$ cat src/rtl/gcm_viewer_pkg.sv
// gcm_viewer_pkg: shared types and constants for the GCM result viewer.
//   FRAMES          - number of display frames (one per tag/ciphertext byte)
//   frame_idx_t     - frame index type, 0..FRAMES-1
//   viewer_state_t  - viewer FSM state encoding
package gcm_viewer_pkg;

    localparam int FRAMES = 16;

    typedef logic [3:0] frame_idx_t;

    typedef enum logic [1:0] {
        ST_EMPTY  = 2'd0,
        ST_SHOW   = 2'd1,
        ST_FROZEN = 2'd2
    } viewer_state_t;

endpackage

$ cat src/rtl/rise_detect.sv
// rise_detect: single-cycle pulse on a 0->1 transition of a level input.
// The delayed copy clears to 0 in reset, so a level that is already high
// when reset releases produces a pulse on the first active cycle.
// Ports:
//   clk        - system clock
//   i_reset_n  - synchronous active-low reset
//   i_level    - level input being watched
//   o_pulse    - high for the cycle where i_level=1 and its delayed copy is 0
module rise_detect (
    input  logic clk,
    input  logic i_reset_n,
    input  logic i_level,
    output logic o_pulse
);

    logic tag_ready_q;

    // One-cycle delayed copy of the level input.
    always_ff @(posedge clk) begin
        if (!i_reset_n) begin
            tag_ready_q <= 1'b0;
        end else begin
            tag_ready_q <= i_level;
        end
    end

    assign o_pulse = i_level & ~tag_ready_q;

endmodule

$ cat src/rtl/gcm_result_viewer.sv
// gcm_result_viewer: captures the gcm_aes ciphertext and tag on the rising
// edge of o_tag_ready, then steps through 16 frames of {tag byte, ct byte}
// for the seven-segment display driver, DWELL_CYCLES clocks per frame.
// Optional build macro: GCM_VIEWER_TAG_COMPARE_EN enables the captured-tag
// comparison on o_tag_match; otherwise o_tag_match is tied low.
// Ports:
//   clk            - system clock
//   i_reset_n      - synchronous active-low reset
//   i_tag_ready    - gcm_aes result-ready level
//   i_tag          - gcm_aes tag (byte 0 = bits [0:7])
//   i_cipher_text  - gcm_aes ciphertext (byte 0 = bits [0:7])
//   i_hold         - freezes frame advance while high
//   i_expected_tag - reference tag for the optional comparison
//   o_word         - current frame {tag byte, ct byte}
//   o_index        - current frame number 0..15
//   o_valid        - a result has been captured
//   o_tag_match    - captured tag equalled i_expected_tag at capture
module gcm_result_viewer
    import gcm_viewer_pkg::*;
#(
    parameter int DWELL_CYCLES = 25_000_000
) (
    input  logic         clk,
    input  logic         i_reset_n,
    input  logic         i_tag_ready,
    input  logic [0:127] i_tag,
    input  logic [0:127] i_cipher_text,
    input  logic         i_hold,
    input  logic [0:127] i_expected_tag,
    output logic [0:15]  o_word,
    output logic [3:0]   o_index,
    output logic         o_valid,
    output logic         o_tag_match
);

    localparam int CNT_W = (DWELL_CYCLES > 1) ? $clog2(DWELL_CYCLES) : 1;
    localparam logic [CNT_W-1:0] CNT_LAST = CNT_W'(DWELL_CYCLES - 1);
    localparam frame_idx_t IDX_LAST = frame_idx_t'(FRAMES - 1);

    logic             capture_s;
    viewer_state_t    state_r;
    frame_idx_t       idx_r;
    logic [CNT_W-1:0] cnt_r;
    logic [0:127]     tag_r;
    logic [0:127]     ct_r;
    logic [0:15]      word_s;
    logic [6:0]       bit_base_s;

    rise_detect u_rise_detect (
        .clk       (clk),
        .i_reset_n (i_reset_n),
        .i_level   (i_tag_ready),
        .o_pulse   (capture_s)
    );

    // Capture registers, dwell counter, frame index and viewer FSM.
    // A capture outranks both hold and terminal count. Hold is a per-edge
    // gate: the edge that samples i_hold=1 does not count, and the edge that
    // samples i_hold=0 counts again, so a frozen frame resumes mid-dwell.
    always_ff @(posedge clk) begin
        if (!i_reset_n) begin
            state_r <= ST_EMPTY;
            idx_r   <= 4'd0;
            cnt_r   <= '0;
            tag_r   <= 128'd0;
            ct_r    <= 128'd0;
        end else if (capture_s) begin
            tag_r   <= i_tag;
            ct_r    <= i_cipher_text;
            idx_r   <= 4'd0;
            cnt_r   <= '0;
            state_r <= i_hold ? ST_FROZEN : ST_SHOW;
        end else begin
            case (state_r)
                ST_SHOW, ST_FROZEN: begin
                    if (i_hold) begin
                        state_r <= ST_FROZEN;
                    end else begin
                        state_r <= ST_SHOW;
                        if (cnt_r == CNT_LAST) begin
                            cnt_r <= '0;
                            idx_r <= (idx_r == IDX_LAST) ? 4'd0 : idx_r + 4'd1;
                        end else begin
                            cnt_r <= cnt_r + CNT_W'(1);
                        end
                    end
                end
                ST_EMPTY: begin
                    state_r <= ST_EMPTY;
                end
                default: begin
                    state_r <= ST_EMPTY;
                    idx_r   <= 4'd0;
                    cnt_r   <= '0;
                end
            endcase
        end
    end

`ifdef GCM_VIEWER_TAG_COMPARE_EN
    logic tag_match_r;

    // Latch the tag comparison at each capture; hold it until the next one.
    always_ff @(posedge clk) begin
        if (!i_reset_n) begin
            tag_match_r <= 1'b0;
        end else if (capture_s) begin
            tag_match_r <= (i_tag == i_expected_tag);
        end else begin
            tag_match_r <= tag_match_r;
        end
    end

    assign o_tag_match = tag_match_r;
`else
    logic unused_expected_tag_s;

    assign unused_expected_tag_s = ^i_expected_tag;
    assign o_tag_match           = 1'b0;
`endif

    // Frame mux: byte k of each register sits at bits [8k +: 8].
    always_comb begin
        word_s     = 16'h0000;
        bit_base_s = {idx_r, 3'b000};
        if (state_r != ST_EMPTY) begin
            word_s = {tag_r[bit_base_s +: 8], ct_r[bit_base_s +: 8]};
        end else begin
            word_s = 16'h0000;
        end
    end

    assign o_word  = word_s;
    assign o_index = idx_r;
    assign o_valid = (state_r != ST_EMPTY);

endmodule

$ cat config.mk
export PLATFORM = sky130hd
export DESIGN_NAME = gcm_result_viewer
export DESIGN_NICKNAME = d
export VERILOG_FILES = /design/src/rtl/gcm_viewer_pkg.sv /design/src/rtl/rise_detect.sv /design/src/rtl/gcm_result_viewer.sv
export SDC_FILE = /design/constraint.sdc
export NUM_CORES = 1
export LEC_CHECK = 0
export BUFFER_PORTS_ARGS = -buffer_cell sky130_fd_sc_hd__buf_2
export CORE_MARGIN = 1.5
export CORE_UTILIZATION = 50
export CTS_CLUSTER_DIAMETER = 100
export DETAILED_ROUTE_END_ITERATION = 16
export PLACE_DENSITY = 0.78
export SYNTH_ARGS = -nofsm -noshare
export SYNTH_HDL_FRONTEND = slang
export SYNTH_HIERARCHICAL = 1
export SYNTH_SLANG_ARGS = --single-unit
$ cat constraint.sdc
create_clock -name clk -period 4.7 [get_ports clk]
set_clock_uncertainty 0.1 [all_clocks]
set_input_delay 0.705 -clock clk [delete_from_list [all_inputs] [get_ports clk]]
set_output_delay 0.705 -clock clk [all_outputs]
set_load 0.01 [all_outputs]
---- Word-level counts from Yosys, hierarchy flattened ----
Index checks and enable logic that the tools add are counted.
operators by class
  eq/ne operators ......................... 6
  $add $sub $neg .......................... 2
  bitwise gates (word level) .............. 5
  reduce and logical (&&, ||, !) cells .... 6
  shifts and indexed selects .............. 2
  multiplexer cells ....................... 11
operators by type and width
  cell                     number
  $shiftx A128 B8 Y129     2
  $mux W25                 2
  $pmux W25 S2             1
  $add A25 B1 Y25 const B  1
  $eq A25 B25 Y1 const B   1
  $mux W16                 1
  $mux W4                  3
  $not A7 Y8               1
  $pmux W4 S2              1
  $mux W2                  3
  $add A4 B1 Y4 const B    1
  $eq A4 B4 Y1 const B     1
  $ne A2 B2 Y1 const B     2
  $reduce_or A2 Y1         2
  $not A1 Y1               3
  $reduce_and A3 Y1        1
  $eq A2 B1 Y1 const B     1
  $eq A2 B2 Y1 const B     1
  $logic_not A2 Y1         1
  $reduce_and A2 Y1        1
  $reduce_bool A2 Y1       1
  $and A1 B1 Y1            1
word-level totals
  output and inout port bits .............. 22
  flip-flop bits (word level) ............. 288

---- Longest topological paths before layout ----
  depth after elaboration ................. 5
  mapped depth ............................ 9
  depth with buffers taken out ............ 7

---- Modules after synthesis ----
Netlist, hierarchy kept.
by module, submodules not included
  module             times used  seq. area each (um^2)  area an instance (um^2)  cells an instance
  gcm_result_viewer  1           5745.5                 13136.3                  1139
  rise_detect        1           20.0                   40.0                     3

---- Worst setup path before layout ----
No wires, ideal clock.
  kind .................................... register to output
  start ................................... register idx_r[0], in the netlist o_index[0]
  end ..................................... output o_word[0] in the netlist's numbering
  arrival ................................. 1.664 ns
  data required time ...................... 3.895 ns
  stages on the path, launching flop included .. 7
  slack ................................... 2.231 ns
  cell sequence ........................... dfxtp_1 buf_2 buf_6 buf_4 mux4_2 mux2i_1 o22ai_1
on the way
  cells in the longest elaborated chain, start to end .. 3
ends and longest elaborated chain
  what                              line                      text
  start: declaration                gcm_result_viewer.sv:42   frame_idx_t idx_r;
  start signal: assignment          gcm_result_viewer.sv:82   idx_r <= (idx_r == IDX_LAST) ? 4'd0 : idx_r + 4'd1;
  $not A7 Y8 (not written as such)  gcm_result_viewer.sv:127  word_s = {tag_r[bit_base_s +: 8], ct_r[bit_base_s +: 8]};
  $shiftx A128 B8 Y129              gcm_result_viewer.sv:127
  $mux W16                          gcm_result_viewer.sv:126  if (state_r != ST_EMPTY) begin
  end: declaration                  gcm_result_viewer.sv:30   output logic [0:15] o_word,
No other way between the ends.

---- Final worst setup path ----
  start ................................... register idx_r[1], in the netlist o_index[1]
  end ..................................... output o_word[4] in the netlist's numbering
The elaborated chain is that of the path after synthesis.

==> impl_metrics.xml <==
<?xml version="1.0" encoding="UTF-8"?>
<metrics>
  <group name="drt">
    <metric name="routed_wl" unit="um">32020</metric>
    <metric name="drt_drc_violations_left" unit="">0</metric>
    <metric name="wl_per_cell" unit="um">18.32</metric>
    <metric name="detail_route.first_pass.iterations" unit="">4</metric>
    <metric name="drtIter0Drc" unit="">457</metric>
    <metric name="ant_nets" unit="">0</metric>
    <metric name="num_vias" unit="">9067</metric>
    <metric name="vias_per_cell" unit="">5.187</metric>
  </group>
  <group name="final_layout">
    <metric name="nNetsFinal" unit="">1775</metric>
    <metric name="final_cells" unit="">1748</metric>
    <metric name="final.fill_count" unit="">2162</metric>
    <metric name="drive_gt1_frac" unit="">0.3082</metric>
    <metric name="area_growth_syn_to_layout" unit="%">20.36</metric>
  </group>
  <group name="clock_network">
    <metric name="clkTransAtPathRegs" unit="ns">0.06</metric>
    <metric name="cts.hold.buffers_added" unit="">0</metric>
    <metric name="clock_sinks" unit="">288</metric>
    <metric name="clock_tree.buffer_depth" unit="">3</metric>
    <metric name="clockRootBuffer" unit="">clkbuf_16</metric>
    <metric name="cts_setup_buffers" unit="">0</metric>
    <metric name="clock_insertion_delay_worst_skew" unit="ns">0.54</metric>
    <metric name="cts_tree" unit="">built</metric>
    <metric name="number_of_gates_given_a_new_drive_strength_after_cts" unit="">0</metric>
    <metric name="cts-buffers-inserted" unit="">31</metric>
    <metric name="cts.htree.levels" unit="">1</metric>
  </group>
  <group name="placed_design">
    <metric name="placed_cells" unit="">1686</metric>
    <metric name="finalWeightedCongestion" unit="">0.7963</metric>
    <metric name="post-dp-hpwl" unit="um">22310</metric>
    <metric name="portBuffers" unit="">280</metric>
  </group>
  <group name="critical_path">
    <metric name="critical_path.top_delay_family" unit="">flip-flops</metric>
    <metric name="reg2reg_to" unit="">cnt_r[15]$_SDFFE_PP0P_</metric>
    <metric name="criticalPathCategory" unit="">flip-flop to primary output</metric>
    <metric name="worstSetupStartpointType" unit="">flip-flop</metric>
    <metric name="endpoint_required_time_on_the_critical_path" unit="ns">3.89</metric>
    <metric name="crit_arrival" unit="ns">2.83</metric>
    <metric name="critical_path.max_fanout" unit="">41</metric>
    <metric name="r2r_setup_slack" unit="ns">2.00</metric>
    <metric name="slowest_stage_cell_crit_path" unit="">dfxtp_4</metric>
    <metric name="worst_setup_path_startpoint" unit="">o_index[1]$_SDFFE_PP0P_</metric>
    <metric name="crit_buf_inv" unit="">2</metric>
    <metric name="critical-path-max-stage-delay" unit="ns">0.81</metric>
    <metric name="end_kind" unit="">primary output</metric>
    <metric name="worst_r2r_startpoint" unit="">state_r[0]$_SDFF_PN0_</metric>
    <metric name="critical_path.cell_chain" unit="">buf_4, mux4_2, mux2i_1, o22ai_1, buf_2</metric>
    <metric name="r2r.worst_path.cells" unit="">7</metric>
  </group>
  <group name="worst_hold_path">
    <metric name="hold-path-cell-count" unit="">2</metric>
    <metric name="min_to" unit="">state_r[0]$_SDFF_PN0_</metric>
    <metric name="hold_path.class" unit="">input port to flip-flop</metric>
    <metric name="worstHoldStart" unit="">i_hold</metric>
  </group>
  <group name="run_status">
    <metric name="run_status" unit="">complete, no violations</metric>
  </group>
  <group name="sta">
    <metric name="fmaxAchievable" unit="MHz">274.9</metric>
    <metric name="timing.final.max_slew_violations" unit="">0</metric>
    <metric name="setup-violations-final" unit="">0</metric>
    <metric name="final_min_period_over_clock_period" unit="">0.7740</metric>
    <metric name="grt_setup_unrepaired" unit="">no</metric>
    <metric name="timing.max_slew.rel_slack" unit="">0.2756</metric>
    <metric name="transition_time_at_the_pin_with_the_least_slew_margin" unit="ns">1.087</metric>
    <metric name="post-route-min-period" unit="ns">3.638</metric>
    <metric name="timing.setup.tns" unit="ns">0</metric>
    <metric name="timing.final.hold_violations" unit="">0</metric>
  </group>
  <group name="floorplanning">
    <metric name="die_x" unit="um">165.3</metric>
    <metric name="floorplan.initialDensity" unit="">0.5071</metric>
    <metric name="io_pins" unit="">410</metric>
    <metric name="dieHeight" unit="um">165.3</metric>
    <metric name="placeableCoreArea" unit="um2">25980</metric>
    <metric name="rows" unit="">59</metric>
    <metric name="floorplan.die_area" unit="um2">27340</metric>
  </group>
  <group name="yosys">
    <metric name="syn-mean-instance-area" unit="um2">11.54</metric>
    <metric name="synth_warnings" unit="">6</metric>
    <metric name="syn_area" unit="um2">13180</metric>
    <metric name="synthCells" unit="">1142</metric>
    <metric name="synth.yosys.seq_area_share" unit="">0.4376</metric>
    <metric name="synth_cell_types" unit="">42</metric>
    <metric name="syn_nets" unit="">1533</metric>
    <metric name="yosys_register_bits" unit="">288</metric>
  </group>
  <group name="global_route">
    <metric name="globalRoute.totalOverflow" unit="">0</metric>
    <metric name="largest_net_degree_at_the_start_of_global_routing" unit="">134</metric>
    <metric name="grt_first_pass_wirelength" unit="um">48470</metric>
    <metric name="global_route_usage_over_all_layers" unit="">0.2281</metric>
    <metric name="grt_antenna_before_repair" unit="">11</metric>
    <metric name="grt_pass1_vias" unit="">9089</metric>
  </group>
  <group name="pwr">
    <metric name="vdd_ir_drop_max" unit="V">0.0003055</metric>
    <metric name="power.leakage" unit="nW">6.638</metric>
    <metric name="cellPowerDensity" unit="nW/um2">369.4</metric>
  </group>
  <group name="run">
    <metric name="max_cap_viol_count" unit="">0</metric>
  </group>
</metrics>
[registers in the layout (all words and copies together), names as in the netlist]
name                       count
cnt_r                         25
ct_r                         128
o_index                        4
state_r                        2
tag_r                        128
u_rise_detect/tag_ready_q      1
[worst register-to-register path: stages (launching register included)]
cell and delay [ns]:
dfxtp_1 0.30, inv_1 0.04, ha_1 0.36, a21oi_1 0.75
nand4_2 0.43, nor4_1 0.37, xnor2_1 0.18, nor2_2 0.04
[power by group]
part           leakage [nW]  total [mW]  internal [mW]  switching [mW]
registers              2.37        2.64           2.57          0.0671
logic                  3.74       0.586          0.321           0.265
clock network         0.534        2.63           1.64           0.994
total                  6.64        5.86           4.53            1.33
[placed cells by master, fill, tap and decap left out, types with 7 or more instances in the layout]
master	Yosys	final
buf_2	38	279
buf_4	3	9
clkbuf_16	0	32
dfxtp_1	288	286
inv_1	10	10
mux2i_1	288	288
mux4_2	64	64
nand2_1	16	16
nand3_1	10	10
nor2_1	22	22
nor2b_1	256	256
nor3_1	7	7
o22ai_1	16	16
xnor2_1	18	18
[stage by stage]
step                      setup WS, ns  area, um2  hold WS, ns    util  power [mW]
final                            1.062      15860       0.2871  0.6103       5.858
after global routing            0.9695      15850       0.2746  0.6100       6.082
after CTS                        1.032      15850       0.2588  0.6098       5.926
after detailed placement         1.533      14720       0.3631  0.5665       3.284
after global placement           1.595      14720       0.3579  0.5665       3.262
after floorplan                  2.231      13180       0.3483       -       3.080
[routing by layer]
| layer | global-route usage | share of wire | routed length, um |
|---|---|---|---|
| met1 | 0.2781 | 0.43 | 13740 |
| met2 | 0.3840 | 0.46 | 14760 |
| met3 | 0.07567 | 0.082 | 2618 |
| met4 | 0.06453 | 0.025 | 815 |
| met5 | 0 | 0.0025 | 79 |
[cell families (layout without fill, tap and decap cells)]
| group | Yosys count | count (layout) | synth area share |
|---|---|---|---|
| mux | 352 | 352 | 0.3282 |
| simple gates | 352 | 352 | 0.1652 |
| flops | 288 | 288 | 0.4376 |
| buf+inv | 94 | 360 | 0.03475 |
| compound gates | 28 | 28 | 0.01519 |
| xor+xnor | 24 | 24 | 0.01595 |
| fa+ha+maj | 3 | 3 | 0.002849 |
| other cells | 1 | 6 | 0.0002846 |
[worst max-delay path by stage]
stage | slack, ns | cells past startpoint | end
4_1_cts | 1.03 | 5 | o_word[5]
2_1_floorplan | 2.23 | 6 | o_word[0]
5_1_grt | 0.97 | 5 | o_word[5]
3_5_place_dp | 1.53 | 6 | ct_r[16]$_SDFFE_PN0P_
3_3_place_gp | 1.59 | 6 | tag_r[48]$_SDFFE_PN0P_
6_report | 1.06 | 5 | o_word[4]
[cell usage after synthesis, drive strengths merged]
library cell,number,area [um2]
inv,11,41.29
and4bb,1,12.51
conb,1,3.750
a21oi,4,20.02
or3,2,12.51
and3,3,18.77
and4,3,28.78
nor4,9,75.08
mux2i,288,2883
nor2b,257,1615
nand3,10,50.05
o41ai,1,8.760
mux4,64,1441
nor2,32,175.2
clkbuf,36,135.1
o21ai,2,10.01
a2bb2o,2,40.04
xnor2,18,157.7
xor2,6,52.55
nand4,7,62.56
and2,3,18.77
o2bb2ai,1,8.760
a31oi,2,12.51
nor3,7,35.03
ha,3,37.54
nand2b,1,6.260
buf,47,281.5
dfxtp,288,5766
nand2,17,66.32
o22ai,16,100.1
[final cells by class]
class                   instances  area (um2)  share of cell area
multi-input cells             760        6953              0.4384
flip-flops and latches        288        5773              0.3640
repair buffers                292        1535             0.09680
clock buffers                  40       870.8             0.05491
well taps                     335       419.2             0.02643
clock inverters                17       254.0             0.01602
inverters                      11       41.29            0.002604
diodes                          5       12.51           0.0007890
Power figures use the tool's default switching activity.
